==> src/rtl/mac_seq_ctrl.sv <==
// -----------------------------------------------------------------------------
// mac_seq_ctrl
//   Sequences one dot product through an external registered MAC. A start in
//   IDLE latches the vector length and the bias, operand beats are streamed to
//   the MAC as they arrive, and the MAC's result is captured one cycle after
//   the last beat and offered on a valid/ready result port.
//
// Ports
//   clk, reset       : clock (rising edge) and synchronous active-high reset
//   start            : request a dot product (honoured only in IDLE)
//   vec_len          : number of act/w pairs, unsigned, sampled on start
//   bias             : initial accumulator value, sampled on start
//   busy             : high whenever not IDLE
//   in_valid/in_ready: operand stream handshake; act, w are the operands
//   mac_en           : a beat is transferred this cycle
//   mac_load_accum   : first beat of the vector, MAC loads mac_accum_prev
//   mac_act/mac_w    : operands to the MAC (zero when no transfer)
//   mac_accum_prev   : latched bias
//   mac_result       : registered MAC result
//   out_valid/out_ready/out_data : result stream
// -----------------------------------------------------------------------------
module mac_seq_ctrl #(
   parameter int DATA_WIDTH   = 8,
   parameter int ACC_WIDTH    = DATA_WIDTH + 16,
   parameter int RESULT_WIDTH = 2 * DATA_WIDTH,
   parameter int LEN_WIDTH    = 8
) (
   input  logic                           clk,
   input  logic                           reset,
   input  logic                           start,
   input  logic        [LEN_WIDTH-1:0]    vec_len,
   input  logic signed [ACC_WIDTH-1:0]    bias,
   output logic                           busy,
   input  logic                           in_valid,
   output logic                           in_ready,
   input  logic signed [DATA_WIDTH-1:0]   act,
   input  logic signed [DATA_WIDTH-1:0]   w,
   output logic                           mac_en,
   output logic                           mac_load_accum,
   output logic signed [DATA_WIDTH-1:0]   mac_act,
   output logic signed [DATA_WIDTH-1:0]   mac_w,
   output logic signed [ACC_WIDTH-1:0]    mac_accum_prev,
   input  logic signed [RESULT_WIDTH-1:0] mac_result,
   output logic                           out_valid,
   input  logic                           out_ready,
   output logic signed [RESULT_WIDTH-1:0] out_data
);

   typedef enum logic [1:0] {
      S_IDLE = 2'd0,
      S_RUN  = 2'd1,
      S_WAIT = 2'd2,
      S_OUT  = 2'd3
   } state_t;

   state_t                         state_q, state_d;
   logic        [LEN_WIDTH-1:0]    cnt_q, cnt_d;
   logic signed [ACC_WIDTH-1:0]    bias_q, bias_d;
   logic signed [RESULT_WIDTH-1:0] out_data_q, out_data_d;
   logic                           first_q, first_d;

   logic start_ok;
   logic beat;

   always_ff @(posedge clk) begin
      if (reset) begin
         state_q    <= S_IDLE;
         cnt_q      <= '0;
         bias_q     <= '0;
         out_data_q <= '0;
         first_q    <= 1'b0;
      end else begin
         state_q    <= state_d;
         cnt_q      <= cnt_d;
         bias_q     <= bias_d;
         out_data_q <= out_data_d;
         first_q    <= first_d;
      end
   end

   always_comb begin
      state_d    = state_q;
      cnt_d      = cnt_q;
      bias_d     = bias_q;
      out_data_d = out_data_q;
      first_d    = first_q;

      start_ok = (state_q == S_IDLE);
      // Outputs are forced quiet while reset is asserted, before the flops clear.
      beat     = (state_q == S_RUN) && in_valid && !reset;

      case (state_q)
         S_IDLE: begin
            if (start_ok && start) begin
               cnt_d   = vec_len;
               bias_d  = bias;
               first_d = 1'b1;
               if (vec_len != '0) begin
                  state_d = S_RUN;
               end else begin
                  // Empty vector: nothing reaches the MAC, result is zero.
                  out_data_d = '0;
                  state_d    = S_OUT;
               end
            end
         end
         S_RUN: begin
            if (beat) begin
               cnt_d   = cnt_q - LEN_WIDTH'(1);
               first_d = 1'b0;
               if (cnt_q == LEN_WIDTH'(1)) begin
                  state_d = S_WAIT;
               end
            end
         end
         S_WAIT: begin
            // The MAC registered the last beat on the previous edge.
            out_data_d = mac_result;
            state_d    = S_OUT;
         end
         S_OUT: begin
            if (out_ready) begin
               state_d = S_IDLE;
            end
         end
         default: begin
            state_d = S_IDLE;
         end
      endcase

      busy           = (state_q != S_IDLE) && !reset;
      in_ready       = (state_q == S_RUN) && !reset;
      mac_en         = beat;
      mac_load_accum = beat && first_q;
      mac_act        = beat ? act : '0;
      mac_w          = beat ? w : '0;
      mac_accum_prev = bias_q;
      out_valid      = (state_q == S_OUT) && !reset;
      out_data       = out_data_q;
   end

endmodule

==> config.mk <==
export PLATFORM = sky130hd
export DESIGN_NAME = mac_seq_ctrl
export DESIGN_NICKNAME = d
export VERILOG_FILES = /design/src/rtl/mac_seq_ctrl.sv
export SDC_FILE = /design/constraint.sdc
export NUM_CORES = 1
export LEC_CHECK = 0
export CELL_PAD_IN_SITES_DETAIL_PLACEMENT = 1
export CELL_PAD_IN_SITES_GLOBAL_PLACEMENT = 1
export CORE_ASPECT_RATIO = 1.5
export CORE_UTILIZATION = 46
export CTS_CLUSTER_SIZE = 30
export DETAILED_ROUTE_END_ITERATION = 6
export DONT_BUFFER_PORTS = 1
export GPL_TIMING_DRIVEN = 0
export PLACE_DENSITY_LB_ADDON = 0.1
export RECOVER_POWER = 50
export REMOVE_ABC_BUFFERS = 1
export SLEW_MARGIN = 5
export SYNTH_ARGS = -nofsm -noshare
export SYNTH_HDL_FRONTEND = slang
export SYNTH_SLANG_ARGS = --single-unit
==> constraint.sdc <==
create_clock -name clk -period 3.71 [get_ports clk]
set_clock_uncertainty 0.05 [all_clocks]
set_input_delay 0.742 -clock clk [delete_from_list [all_inputs] [get_ports clk]]
set_output_delay 0.742 -clock clk [all_outputs]
set_load 0.01 [all_outputs]
# ---- Yosys cells after proc, flatten, opt, wreduce, memory -nomap -nowiden
# Index checks and enable logic that the tools add are counted.
dict set report word_totals {
  register_bits 51
  input_bits 69
  out_inout_bits 61
  elab_cells 49
}
dict set report classes {
  addsub 1
  eq_ne 9
  n_mux 17
  n_reduce_logical 17
}
# operator n
set ops {}
lappend ops {{2-to-1 mux 16 bit} 2}
lappend ops {{2-to-1 mux 8 bit} 4}
lappend ops {{one-hot mux 16 bit (2 select lines)} 1}
lappend ops {{one-hot mux 8 bit (2 select lines)} 1}
lappend ops {{2-to-1 mux 2 bit} 5}
lappend ops {{equality test 8 x 1 -> 1 bit, second input constant} 1}
lappend ops {{inequality test 2 bit, second input constant} 4}
lappend ops {{one-hot mux 2 bit (4 select lines)} 1}
lappend ops {{nonzero test 8 bit} 1}
lappend ops {{subtractor 8 x 1 -> 8 bit, second input constant} 1}
lappend ops {{logical AND 1 bit} 7}
lappend ops {{AND reduction 3 bit} 2}
lappend ops {{nonzero test 2 bit} 3}
lappend ops {{equality test 2 bit, second input constant} 2}
lappend ops {{AND reduction 4 bit} 1}
lappend ops {{equality test 2 x 1 -> 1 bit, second input constant} 1}
lappend ops {{logical NOT 2 bit} 1}
lappend ops {{2-to-1 mux 1 bit} 2}
lappend ops {{inequality test 2 x 1 -> 1 bit, second input constant} 1}
lappend ops {{one-hot mux 1 bit (2 select lines)} 1}
lappend ops {{AND reduction 2 bit} 1}
lappend ops {{logical NOT 1 bit} 1}

# ---- Logic depth before layout (Yosys ltp)
dict set report logic_depth {
  word_depth 5
  mapped_depth 8
  mapped_depth_nobuf 6
}

# ---- Worst setup path before layout
# No wires, ideal clock.
dict set report synth_timing {
  path_type {input port to output port}
  startpoint {in reset}
  endpoint {out mac_act[5]}
  arrival_ns 1.757
  required_time_ns 2.918
  setup_slack_ns 1.161
  path_stages 5
  path_buffers 3
  path_cell_list {buf_4 and3b_1 buf_4 clkbuf_1 and2_1}
}
dict set report synth_via {
  elab_chain_len 3
}
# item line_no
set synth_lines {}
lappend synth_lines {{from (decl)} 29} ;# input logic reset,
lappend synth_lines {{logical NOT 1 bit} 90} ;# beat = (state_q == S_RUN) && in_valid && !reset;
lappend synth_lines {{logical AND 1 bit} 90}
lappend synth_lines {{via mac_en} 38} ;# output logic mac_en,
lappend synth_lines {{2-to-1 mux 8 bit} 135} ;# mac_act = beat ? act : '0;
lappend synth_lines {{to (decl)} 40} ;# output logic signed [DATA_WIDTH-1:0] mac_act,
# The timed path passes the listed nets, and every way through them passes these cells.

# ---- Worst setup path in the final report
dict set report layout_timing {
  startpoint {reg state_q[1]}
  endpoint {out mac_act[3]}
}
dict set report layout_via {
  elab_chain_len 4
}
# item line_no
set layout_lines {}
lappend layout_lines {{from (decl)} 56} ;# state_t state_q, state_d;
lappend layout_lines {{from (signal assigned)} 73} ;# state_q <= state_d;
lappend layout_lines {{equality test 2 x 1 -> 1 bit} 90}
lappend layout_lines {{logical AND 1 bit (2 in a row)} 90}
lappend layout_lines {{via mac_en} 38}
lappend layout_lines {{2-to-1 mux 8 bit} 135}
# The timed path passes the listed nets, and every way through them passes these cells.

==> flow_summary_export.csv <==
group,metric,value,unit
run_status,outcome,"finished clean",
die,num_rows,31,
critical_path,cpPeakStageDelay,0.63,ns
cells_and_area,layout-drive-gt1-share,5.929,%
synth,synth_top_family_by_area,"simple AND/OR/NAND/NOR gates",
routing,post_drt_wl_per_cell,17.06,um
synth,synth_cell_types,37,
synth,ys_warn_count,0,
synth,netlist_area,2273,um2
pwr,p_leak,0.9021,nW
placed_design,gp_congestion,0.6937,
clocking,postCtsSetupBuffers,0,
routing,viasPerCell,5.633,
critical_path,crit_fanout,21,
die,die_x,59.40,um
synth,ys.flop_type,"dfxtp_1",
synth,synthCells,261,
global_routing,antenna_found_initial,0,
critical_path,path_buf_inv,1,
timing,finalHoldViolations,0,
hold_path,hp-class,"primary input to register",
clocking,ctsHoldBuffers,0,
critical_path,path_delay_family,"simple AND/OR/NAND/NOR gates",
clocking,numCtsBuffers,5,
die,core_area,4771,um2
timing,fin_crit,2.944,ns
timing,slew_violations,0,
critical_path,startpoint_type,"register",
synth,yosys-top-cells-area,"dfxtp_1 45%, nand2_1 8.3%, a21oi_1 7.5%, a22o_1 6.5%, and2_1 5.0%",
synth,synth_largest_area_cell,"dfxtp_1",
critical_path,arrival,2.15,ns
routing,ant_nets,0,
routing,drc_errors,0,
clocking,clk_pin_slew,0.10,ns
cells_and_area,fillers,602,
routing,drt_first_pass_iters,4,
clocking,htreeDepth,2,
timing,rsz0062_at_grt,"false",
global_routing,grt_overflow,0,
timing,fin_crit_sh,79.35,%
synth,yosysMostFrequentCell,"dfxtp_1",
timing,setup_tns,0,ns
synth,synth_top_area_share,44.91,%
job,max_cap_viol_count,0,
synth,synth.area.mux_share,0,%
clocking,ctsLongestPathBuffers,2,
cells_and_area,antenna_cells,0,
routing,first_iter_violations,102,
pwr,powerDensity,804.5,nW/um2
die,dieArea,5233,um2
global_routing,grt_first_pass_wirelength,8183,um
timing,fmax,0.3397,GHz
clocking,cts_root_buffer,"clkbuf_8",
clocking,cts_tree,"built",
pwr,vdd_drop_max,0.4271,mV
global_routing,grt_max_degree,44,
synth,synth_fa_ha_area_share,3.302,%
synth,synth_area_per_cell,8.710,um2
cells_and_area,area_growth,4.623,%
placed_design,pre_cts_ws,1.089,ns
die,start_util,47.65,%
critical_path,path_cells,"inv_1 -> ha_1 -> and3b_1 -> and2_1",
synth,yosys.area_share.simple,23.34,%
global_routing,grt_pass1_vias,1732,
cells_and_area,multi_input_area,1132,um2
clocking,cts.sinks,51,
cells_and_area,nNetsFinal,327,
critical_path,critPathRequiredTime,2.92,ns
critical_path,slowest_stage,"and3b_1",
synth,synth_compound_area_share,23.17,%
critical_path,end_kind,"output pin",
timing,slew_headroom,11.73,%
synth,synth_commonest_cells,"51 x dfxtp_1, 50 x nand2_1, 34 x a21oi_1, 18 x and2_1, 17 x a22o_1",
critical_path,critical_path_class,"register to output pin",
die,pin_count,130,
synth,ys_ff_latch,51,
global_routing,track_usage,20.73,%
routing,wirelength,5443,um
clocking,ctsResizeCount,0,
synth,async_reset_ff_share,0,%
cells_and_area,seqCellArea,1021,um2
timing,worst_slew_pin_slew,1.323,ns
timing,setup_slack,0.7662,ns
synth,yosysSeqAreaShare,44.91,%
placed_design,dp_hpwl,4005,um
timing,setup_violations,0,
synth,synth-xor-area-share,0,%
routing,vias,1797,
die,die_h,88.10,um
clocking,worstSkewPairLatency,0.30,ns
placed_design,io_buffers,0,
synth,synth_edf_count,0,
## sequential cells by signal, indices dropped and copies added, names as in the netlist
register,count
mac_accum_prev,24
cnt_q,8
first_q,1
state_q,2
out_data,16
## worst paths after layout
path	start	endpoint	slack, ns	cells past startpoint
setup / recovery	state_q[1]	mac_act[3]	0.77	4
hold / removal	reset	mac_accum_prev[23]	0.44	1
setup reg to reg	state_q[0]	out_data[5]	1.00	6
hold reg to reg	mac_accum_prev[11]	mac_accum_prev[11]	0.45	2
## layout by cell type (no fill, tap or decap), drive strengths merged, types with 4 or more instances in the layout
master  count
ha          6
inv         8
a211oi      4
nor4        4
nand2      50
o21ai       6
clkbuf      5
nor2       11
dfxtp      51
nor3        5
nor2b       7
a21oi      34
a22o       17
and2       18
## area by class of cell
type / instances / area share, %
clock buffer: 5 / 2.893
clock inverter: 3 / 1.841
inverter: 8 / 1.262
multi-input combinational: 186 / 47.61
sequential: 51 / 42.92
tap: 66 / 3.472
## worst register-to-register path: cells and delay by family (launching register included)
family                   cells  cell delay (ns)
AO/OA/AOI/OAI                2             0.76
adder cells (fa/ha/maj)      1             0.29
buffers and inverters        1             0.08
flip-flops                   1             0.40
AND/OR/NAND/NOR              2             1.06
## layer usage
layer / up-vias / track usage (%) / wire length, um
met4: 0 / 7.576 / 71
met2: 66 / 37.69 / 2892
met3: 6 / 6.204 / 389
li1: 883 / - / -
met1: 842 / 21.94 / 2089
met5: - / 0 / 0
## power breakdown
part	switching, W	total [W]	internal, W
registers	0.000143	0.000820	0.000677
logic	0.000439	0.000709	0.000270
clock network	0.000184	0.000385	0.000201
total	0.000766	0.00191	0.00115
## logic make-up after synthesis
| family | after synthesis |
|---|---|
| AO/OA/AOI/OAI | 77 |
| adder cells (fa/ha/maj) | 6 |
| buffers and inverters | 24 |
| flip-flops | 51 |
| AND/OR/NAND/NOR | 103 |
## metrics by stage
stage                     area (um2)  power [W]  instances  utilization [%]  hold slack (ns)
final                           2379   0.001914        319            49.86           0.4417
after detailed placement        2266   0.001549        311            47.50           0.4371
after global routing            2379   0.002060        319            49.86           0.4175
after floorplan                 2183   0.001363        245                -           0.4206
after CTS                       2379   0.001940        319            49.86           0.4327
after global placement          2266   0.001522        311            47.50           0.4309
(Power assumes the default switching activity.)
